**src/rtl/fig_08c_pixel_flush.sv**
```systemverilog
// fig_08c_pixel_flush
//   Flush sequencer between the 8-plane pixel bit matrix and game-pak RAM.
//   On start it latches one planar row (64 bits), its per-pixel dirty mask and
//   the row's RAM byte address, then writes one byte per active bitplane.
//   Rows that are only partly dirty are read-modify-written so clean pixels keep
//   their RAM contents. done and clear_n pulse together when the row is committed.
//
// Ports
//   clk, reset_n          clock (rising edge), asynchronous active-low reset
//   start                 flush request, only honoured while idle
//   bpp_mode              0: 2 planes, 1: 4 planes, 2/3: 8 planes
//   base_addr             RAM address of the plane-0 byte of the row
//   dirty                 per-pixel written flags, bit7 = leftmost pixel
//   data                  planar row, plane p byte = data[8p+7:8p]
//   busy                  high from the accepted start until done
//   done                  one-cycle pulse when the row is committed
//   clear_n               one-cycle low pulse with done, clears matrix dirty flags
//   ram_req/ram_we        request (held until ram_ack) and direction (1 = write)
//   ram_addr/ram_wdata    transaction address and write byte, stable under ram_req
//   ram_rdata/ram_ack     read byte and completion strobe from RAM

module fig_08c_pixel_flush #(
  parameter int ADDR_W = 16
) (
  input  logic              clk,
  input  logic              reset_n,
  input  logic              start,
  input  logic [1:0]        bpp_mode,
  input  logic [ADDR_W-1:0] base_addr,
  input  logic [7:0]        dirty,
  input  logic [63:0]       data,
  output logic              busy,
  output logic              done,
  output logic              clear_n,
  output logic              ram_req,
  output logic              ram_we,
  output logic [ADDR_W-1:0] ram_addr,
  output logic [7:0]        ram_wdata,
  input  logic [7:0]        ram_rdata,
  input  logic              ram_ack
);

  typedef enum logic [2:0] {
    IDLE,
    RD,
    WR,
    GAP,
    FIN
  } state_t;

  state_t            state;
  logic [2:0]        p;
  logic [2:0]        last_p;
  logic [63:0]       data_q;
  logic [7:0]        dirty_q;
  logic [ADDR_W-1:0] base_q;
  logic [7:0]        m;
  logic              after_read;

  // SNES tile interleave: planes come in pairs 16 bytes apart.
  function automatic logic [ADDR_W-1:0] plane_addr(input logic [ADDR_W-1:0] base,
                                                   input logic [2:0] pl);
    logic [ADDR_W-1:0] off;
    off      = '0;
    off[5:4] = pl[2:1];
    off[0]   = pl[0];
    return base + off;
  endfunction

  function automatic logic [7:0] merge_byte(input logic [7:0] d,
                                            input logic [7:0] old,
                                            input logic [7:0] msk);
    return (d & msk) | (old & ~msk);
  endfunction

  always_ff @(posedge clk or negedge reset_n) begin
    if (!reset_n) begin
      state      <= IDLE;
      p          <= '0;
      last_p     <= '0;
      data_q     <= '0;
      dirty_q    <= '0;
      base_q     <= '0;
      m          <= '0;
      after_read <= 1'b0;
      busy       <= 1'b0;
      done       <= 1'b0;
      clear_n    <= 1'b1;
      ram_req    <= 1'b0;
      ram_we     <= 1'b0;
      ram_addr   <= '0;
      ram_wdata  <= '0;
    end else begin
      done    <= 1'b0;
      clear_n <= 1'b1;
      case (state)
        IDLE: begin
          if (start) begin
            data_q  <= data;
            dirty_q <= dirty;
            base_q  <= base_addr;
            p       <= '0;
            m       <= '0;
            case (bpp_mode)
              2'd0:    last_p <= 3'd1;
              2'd1:    last_p <= 3'd3;
              default: last_p <= 3'd7;
            endcase
            if (dirty == 8'h00) begin
              // Nothing to commit: straight to the done/clear pulse.
              state   <= FIN;
              busy    <= 1'b0;
              done    <= 1'b1;
              clear_n <= 1'b0;
            end else if (dirty == 8'hFF) begin
              state     <= WR;
              busy      <= 1'b1;
              ram_req   <= 1'b1;
              ram_we    <= 1'b1;
              ram_addr  <= base_addr;
              ram_wdata <= data[7:0];
            end else begin
              state    <= RD;
              busy     <= 1'b1;
              ram_req  <= 1'b1;
              ram_we   <= 1'b0;
              ram_addr <= base_addr;
            end
          end
        end

        RD: begin
          if (ram_ack) begin
            m          <= ram_rdata;
            ram_req    <= 1'b0;
            after_read <= 1'b1;
            state      <= GAP;
          end
        end

        WR: begin
          if (ram_ack) begin
            ram_req    <= 1'b0;
            after_read <= 1'b0;
            p          <= p + 3'd1;
            if (p == last_p) begin
              state   <= FIN;
              busy    <= 1'b0;
              done    <= 1'b1;
              clear_n <= 1'b0;
            end else begin
              state <= GAP;
            end
          end
        end

        GAP: begin
          // p already points at the plane for the next transaction here:
          // unchanged after a read, advanced after a write.
          ram_req  <= 1'b1;
          ram_addr <= plane_addr(base_q, p);
          if (after_read || dirty_q == 8'hFF) begin
            state     <= WR;
            ram_we    <= 1'b1;
            ram_wdata <= merge_byte(data_q[{p, 3'b000} +: 8], m, dirty_q);
          end else begin
            state  <= RD;
            ram_we <= 1'b0;
          end
        end

        FIN: begin
          state <= IDLE;
        end

        default: begin
          state <= IDLE;
        end
      endcase
    end
  end

endmodule

```
**config.mk**
```make
export PLATFORM = sky130hd
export DESIGN_NAME = fig_08c_pixel_flush
export DESIGN_NICKNAME = d
export VERILOG_FILES = /design/src/rtl/fig_08c_pixel_flush.sv
export SDC_FILE = /design/constraint.sdc
export NUM_CORES = 1
export LEC_CHECK = 0
export CORE_AREA = 8 8 159 131
export CTS_CLUSTER_SIZE = 8
export DETAILED_ROUTE_END_ITERATION = 10
export DIE_AREA = 0 0 167 139
export SYNTH_ARGS = -nofsm -noshare
export SYNTH_HDL_FRONTEND = slang
export SYNTH_SLANG_ARGS = --single-unit
```
**constraint.sdc**
```tcl
create_clock -name clk -period 2.11 [get_ports clk]
set_clock_uncertainty 0.2 [all_clocks]
set_input_delay 0.422 -clock clk [delete_from_list [all_inputs] [get_ports clk]]
set_output_delay 0.422 -clock clk [all_outputs]
set_load 0.1 [all_outputs]
```
# Word level (Yosys, flattened, before mapping)

Cells that the tools add are included.

Register bits after elaboration: 135
Logic and storage cells: 104
Bits of input ports: 102
Output and inout port bits: 29

Reductions and logical operators: 19
Shifts and indexed selects: 1
Bitwise gates (word level): 4
Eq/ne operators: 15
Muxes and demuxes: 48
Add/subtract/negate cells: 2

Operators by type and width:

| cell                | number |
|---|---|
| $shiftx 64x7->8     | 1 |
| $mux 8              | 6 |
| $mux 16             | 2 |
| $pmux 16 s2         | 1 |
| $pmux 8 s2          | 2 |
| $mux 3              | 7 |
| $mux 1              | 19 |
| $add 16x6->16       | 1 |
| $and 8x8->8         | 2 |
| $eq 8x8->1 const B  | 2 |
| $reduce_and 3->1    | 5 |
| $ne 2x2->1 const B  | 7 |
| $pmux 3 s2          | 2 |
| $pmux 3 s4          | 1 |
| $pmux 1 s2          | 5 |
| $logic_not 8->1     | 1 |
| $not 8->8           | 1 |
| $or 8x8->8          | 1 |
| $reduce_and 4->1    | 2 |
| $reduce_bool 2->1   | 4 |
| $eq 3x2->1 const B  | 2 |
| $reduce_and 5->1    | 1 |
| $mux 2              | 2 |
| $add 3x1->3 const B | 1 |
| other kinds (11)    | 11 |

# Depth between registers and ports, before layout

Depth after elaboration: 5
Depth in mapped cells: 7
Mapped depth without buffers: 7

# Worst setup path after synthesis

OpenSTA, ideal clock, no wires.

Path kind: input to register
From: in dirty[4]
To: reg ram_wdata[0]
Cell stages on the path: 5
Setup time: 0.126 ns
Data arrival time: 1.803 ns
Path slack: -0.019 ns
Data required time: 1.784 ns
Buffers on the path: 0
Cell sequence: or4_4 > o211ai_2 > a21o_2 > nand3b_4 > mux2_2

Longest elaborated chain between the ends: 3
Elaborated cells between the ends (all ways): 5
Those cells by class: 3 x eq/ne; 2 x reduce/logical

Ends and longest elaborated chain:

| element                                       | RTL line | RTL |
|---|---|---|
| start, declared                               | 30       | `input logic [7:0] dirty,` |
| $eq 8x8->1 or $logic_not 8->1 (tied branches) | 115, 109 |  |
| $ne 2x2->1 (no source line)                   | --       |  |
| $reduce_and 5->1 (no source line) *           | --       |  |
| end signal, assigned                          | 121      | `ram_wdata <= data[7:0];` |
| end signal, assigned                          | 165      | `ram_wdata <= merge_byte(data_q[{p, 3'b000} +: 8], m, dirty_q);` |
| end, declared                                 | 38       | `output logic [7:0] ram_wdata,` |

Mark *: on every way between the ends. The rest lies on a longest branch, timed or not.
A chain may end at the register's enable or synchronous reset.

# Worst setup path in the final report

From: in dirty[2]
To: reg ram_wdata[7]

The elaborated chain is that of the path after synthesis.

==> metrics.yaml <==
status:
  status: "finished clean"
pwr:
  powerDensity_mw_per_mm2: 1640
  comb_power_share: 0.486
  finalPower_w: 0.0151
  seqPwrFrac: 0.318
  intPower_w: 0.00867
  pwr-share-clk: 0.196
  p_sw_w: 0.00645
  p_sw_frac: 0.426
  peakVddDrop_mv: 0.684
  leakage_nw: 4.31
clocking:
  cts_sinks: 135
  htreeDepth: 4
  cts_made_buffers: 17
  cts_tree: "built"
  clkTransAtPathRegs_ns: 0.06
  insertion_delay_ns: 0.42
  cts_root_buf: "clkbuf_16"
  clk_path_buf_depth: 2
yosys:
  ys_top_cells_by_area: "dfrtp_1, nand2_1, mux2i_1"
  synthCells: 691
  netlist.area_leader.share: 0.533
  syn_nets: 798
  synth-seq-cells: 135
  syn_avg_cell_area_sq_um: 9.11
  synthFlopType: "dfrtp_1"
  yosysSeqAreaShare: 0.537
  ys_warn_count: 0
  synth_area_leader_cell: "dfrtp_1"
  synth_most_common_cell: "nand2_1"
  synth_edf_count: 0
  netlist_top_cells_count: "nand2_1, dfrtp_1, o21ai_0, mux2i_1, clkbuf_1"
  synth-async-reset-ratio: 1.00
  yosysUniqueCellTypes: 47
  syn_area_sq_mm: 0.00630
sta:
  setup_viol: 0
  hold_viol: 0
  rsz0062_at_grt: "no"
  worst_pin_slew_ns: 0.683
  relSlewSlack: 0.543
  fin_tns_setup_ns: 0
  period_minus_slack_ns: 2.05
  drv_slew: 0
  setup_slack_ns: 0.0591
  timing.final.crit_share: 0.972
  max_freq_mhz: 488
floorplanning:
  ios: 131
  die_height_microns: 139
  die_w_microns: 167
  coreArea_sq_mm: 0.0184
  dieArea_sq_mm: 0.0232
  rows: 45
  start_util: 0.342
place:
  gp_congestion: 0.789
  pre_cts_slack_ns: -0.522
  post-place-cells: 1068
  place.detailed.hpwl_mm: 13.7
  port_buffers: 130
setup_path:
  r2r_start: "dirty_q[1]"
  path_cells: "clkdlybuf4s50_1, or4_4, o211ai_2, a21o_2, nand3b_4, mux2_4"
  critPathMaxStageDelay_ns: 0.44
  crit_type: "in2reg"
  startpoint: "dirty[2]"
  path_delay_family: "simple AND/OR/NAND/NOR gates"
  reg2reg_depth: 4
  critPathMaxFanout: 5
  slowest_stage: "or4_4"
  cp_data_arrival_time_ns: 2.15
  cp_num_buf_inv: 1
  r2r_slack_ns: 0.07
  end_kind: "flip-flop"
  startpoint_type: "input port"
  r2r-end: "ram_wdata[7]"
  worstPathRequired_ns: 2.21
finish:
  final_nets: 964
  fin_cells: 1104
  areaGrowthSynthToFinish_pct: 46.5
  fillers: 1713
  antenna_cells: 0
  drive_above_1_share: 0.161
global_routing:
  grt_pass1_vias: 5409
  grt-ovfl-total: 0
  antenna_found_initial: 0
  grt_pass1_wl_mm: 30.2
  grt_max_degree: 51
  grt.total_usage: 0.166
job:
  max-cap-violations: 0
worst_hold_path:
  hold_class: "in2reg"
  whs_path_depth: 4
  min-delay-start: "dirty[0]"
  hold_end: "dirty_q[0]"
route:
  drc: 0
  drtIter0Drc: 441
  wl_per_cell_microns: 17.1
  num_vias: 5330
  viasPerCell: 4.83
  totalWireLength_mm: 18.9
  dr.pass1.iters: 5
  ant_nets: 0
per-stage QoR:
step / hold slack (ns) / utilization / instance area [sq um]
after global routing: 0.195 / 0.501 / 9220
final: 0.204 / 0.501 / 9220
after floorplan: -0.0736 / - / 6300
after global placement: 0.160 / 0.463 / 8530
after CTS: 0.265 / 0.497 / 9150
after detailed placement: 0.163 / 0.463 / 8530
power groups by stage:
stage / combinational, W / clock (W) / sequential (W)
6_report: 0.00735 / 0.00296 / 0.00480
5_1_grt: 0.00795 / 0.00312 / 0.00495
4_1_cts: 0.00729 / 0.00303 / 0.00479
3_5_place_dp: 0.00721 / 0 / 0.00480
3_3_place_gp: 0.00711 / 0 / 0.00479
2_1_floorplan: 0.00281 / 0 / 0.00622
worst max-delay path by stage:
stage | end | slack [ns] | cells past startpoint
2_1_floorplan | ram_wdata[0] | -0.02 | 5
3_3_place_gp | ram_wdata[1] | -0.48 | 6
3_5_place_dp | ram_wdata[0] | -0.52 | 6
4_1_cts | ram_wdata[5] | 0.003 | 6
5_1_grt | ram_addr[15] | 0.0005 | 6
6_report | ram_wdata[7] | 0.06 | 6
cell usage in the layout, fill, tap and decap left out, types with 4 or more instances in the layout:
cell type / n
clkbuf_16: 17
a211oi_1: 8
nor2b_1: 10
clkdlybuf4s50_1: 93
nor3b_1: 8
dlygate4sd2_1: 4
mux2i_1: 26
a21oi_1: 12
a22o_1: 11
clkinv_2: 4
xnor2_1: 5
inv_1: 7
nand4_1: 15
nand2_1: 286
buf_12: 39
o21ai_0: 31
a22oi_1: 16
buf_4: 40
mux2_4: 5
nor2_1: 18
xor2_1: 13
nand3b_1: 4
clkbuf_1: 4
dfrtp_1: 131
kinds of logic after synthesis:
kind of cell / after synthesis / synth area share
DFF: 135 / 0.537
xor gates and xnor gates: 18 / 0.0250
muxes: 35 / 0.0574
AOI/OAI and AO/OA: 96 / 0.101
and+or+nand+nor: 359 / 0.243
buffers and inverters: 43 / 0.0276
adders and majority gates: 5 / 0.00994
registers in the layout, summed over array words and instances (netlist names):
name,flops
after_read,1
base_q,16
busy,1
clear_n,1
data_q,64
dirty_q,8
done,1
last_p,3
m,8
p,3
ram_addr,16
ram_req,1
ram_wdata,8
ram_we,1
state,3
per-layer routing:
layer  vias to the layer above  global-route usage  share of wire
met5                         -                   0              0
met4                         0              0.0435         0.0057
met3                         9              0.0415          0.045
met2                       124               0.235           0.43
met1                      2552               0.245           0.52
li1                       2645                   -              -
area by class of cell:
cell class	count	area, sq um	area share
Clock buffer	22	454	0.0492
Clock inverter	9	126	0.0137
Inverter	7	26.3	0.00285
Multi-Input combinational cell	514	2820	0.306
Sequential cell	135	3380	0.367
Tap cell	235	294	0.0319
Timing Repair Buffer	182	2120	0.230
worst reg2reg max path, delay by kind of cell (launching register included):
| family | cells | cell delay (ns) |
|---|---|---|
| AO/OA/AOI/OAI | 1 | 0.59 |
| flip-flops | 1 | 0.41 |
| multiplexers | 1 | 0.35 |
| AND/OR/NAND/NOR | 2 | 0.37 |
timing repair:
| action | 4_1_cts | 5_1_grt |
|---|---|---|
| hold buffers | 1 | 0 |
| hold endpoints to repair | 35 | 0 |
| cloned | 1 | 0 |
| gates resized for setup | 5 | 18 |
| endpoints found under the setup margin | 15 | 27 |
| setup buffers | 2 | 1 |
| pin swaps | 4 | 4 |
Note: power is estimated with default switching activity, not from simulation.
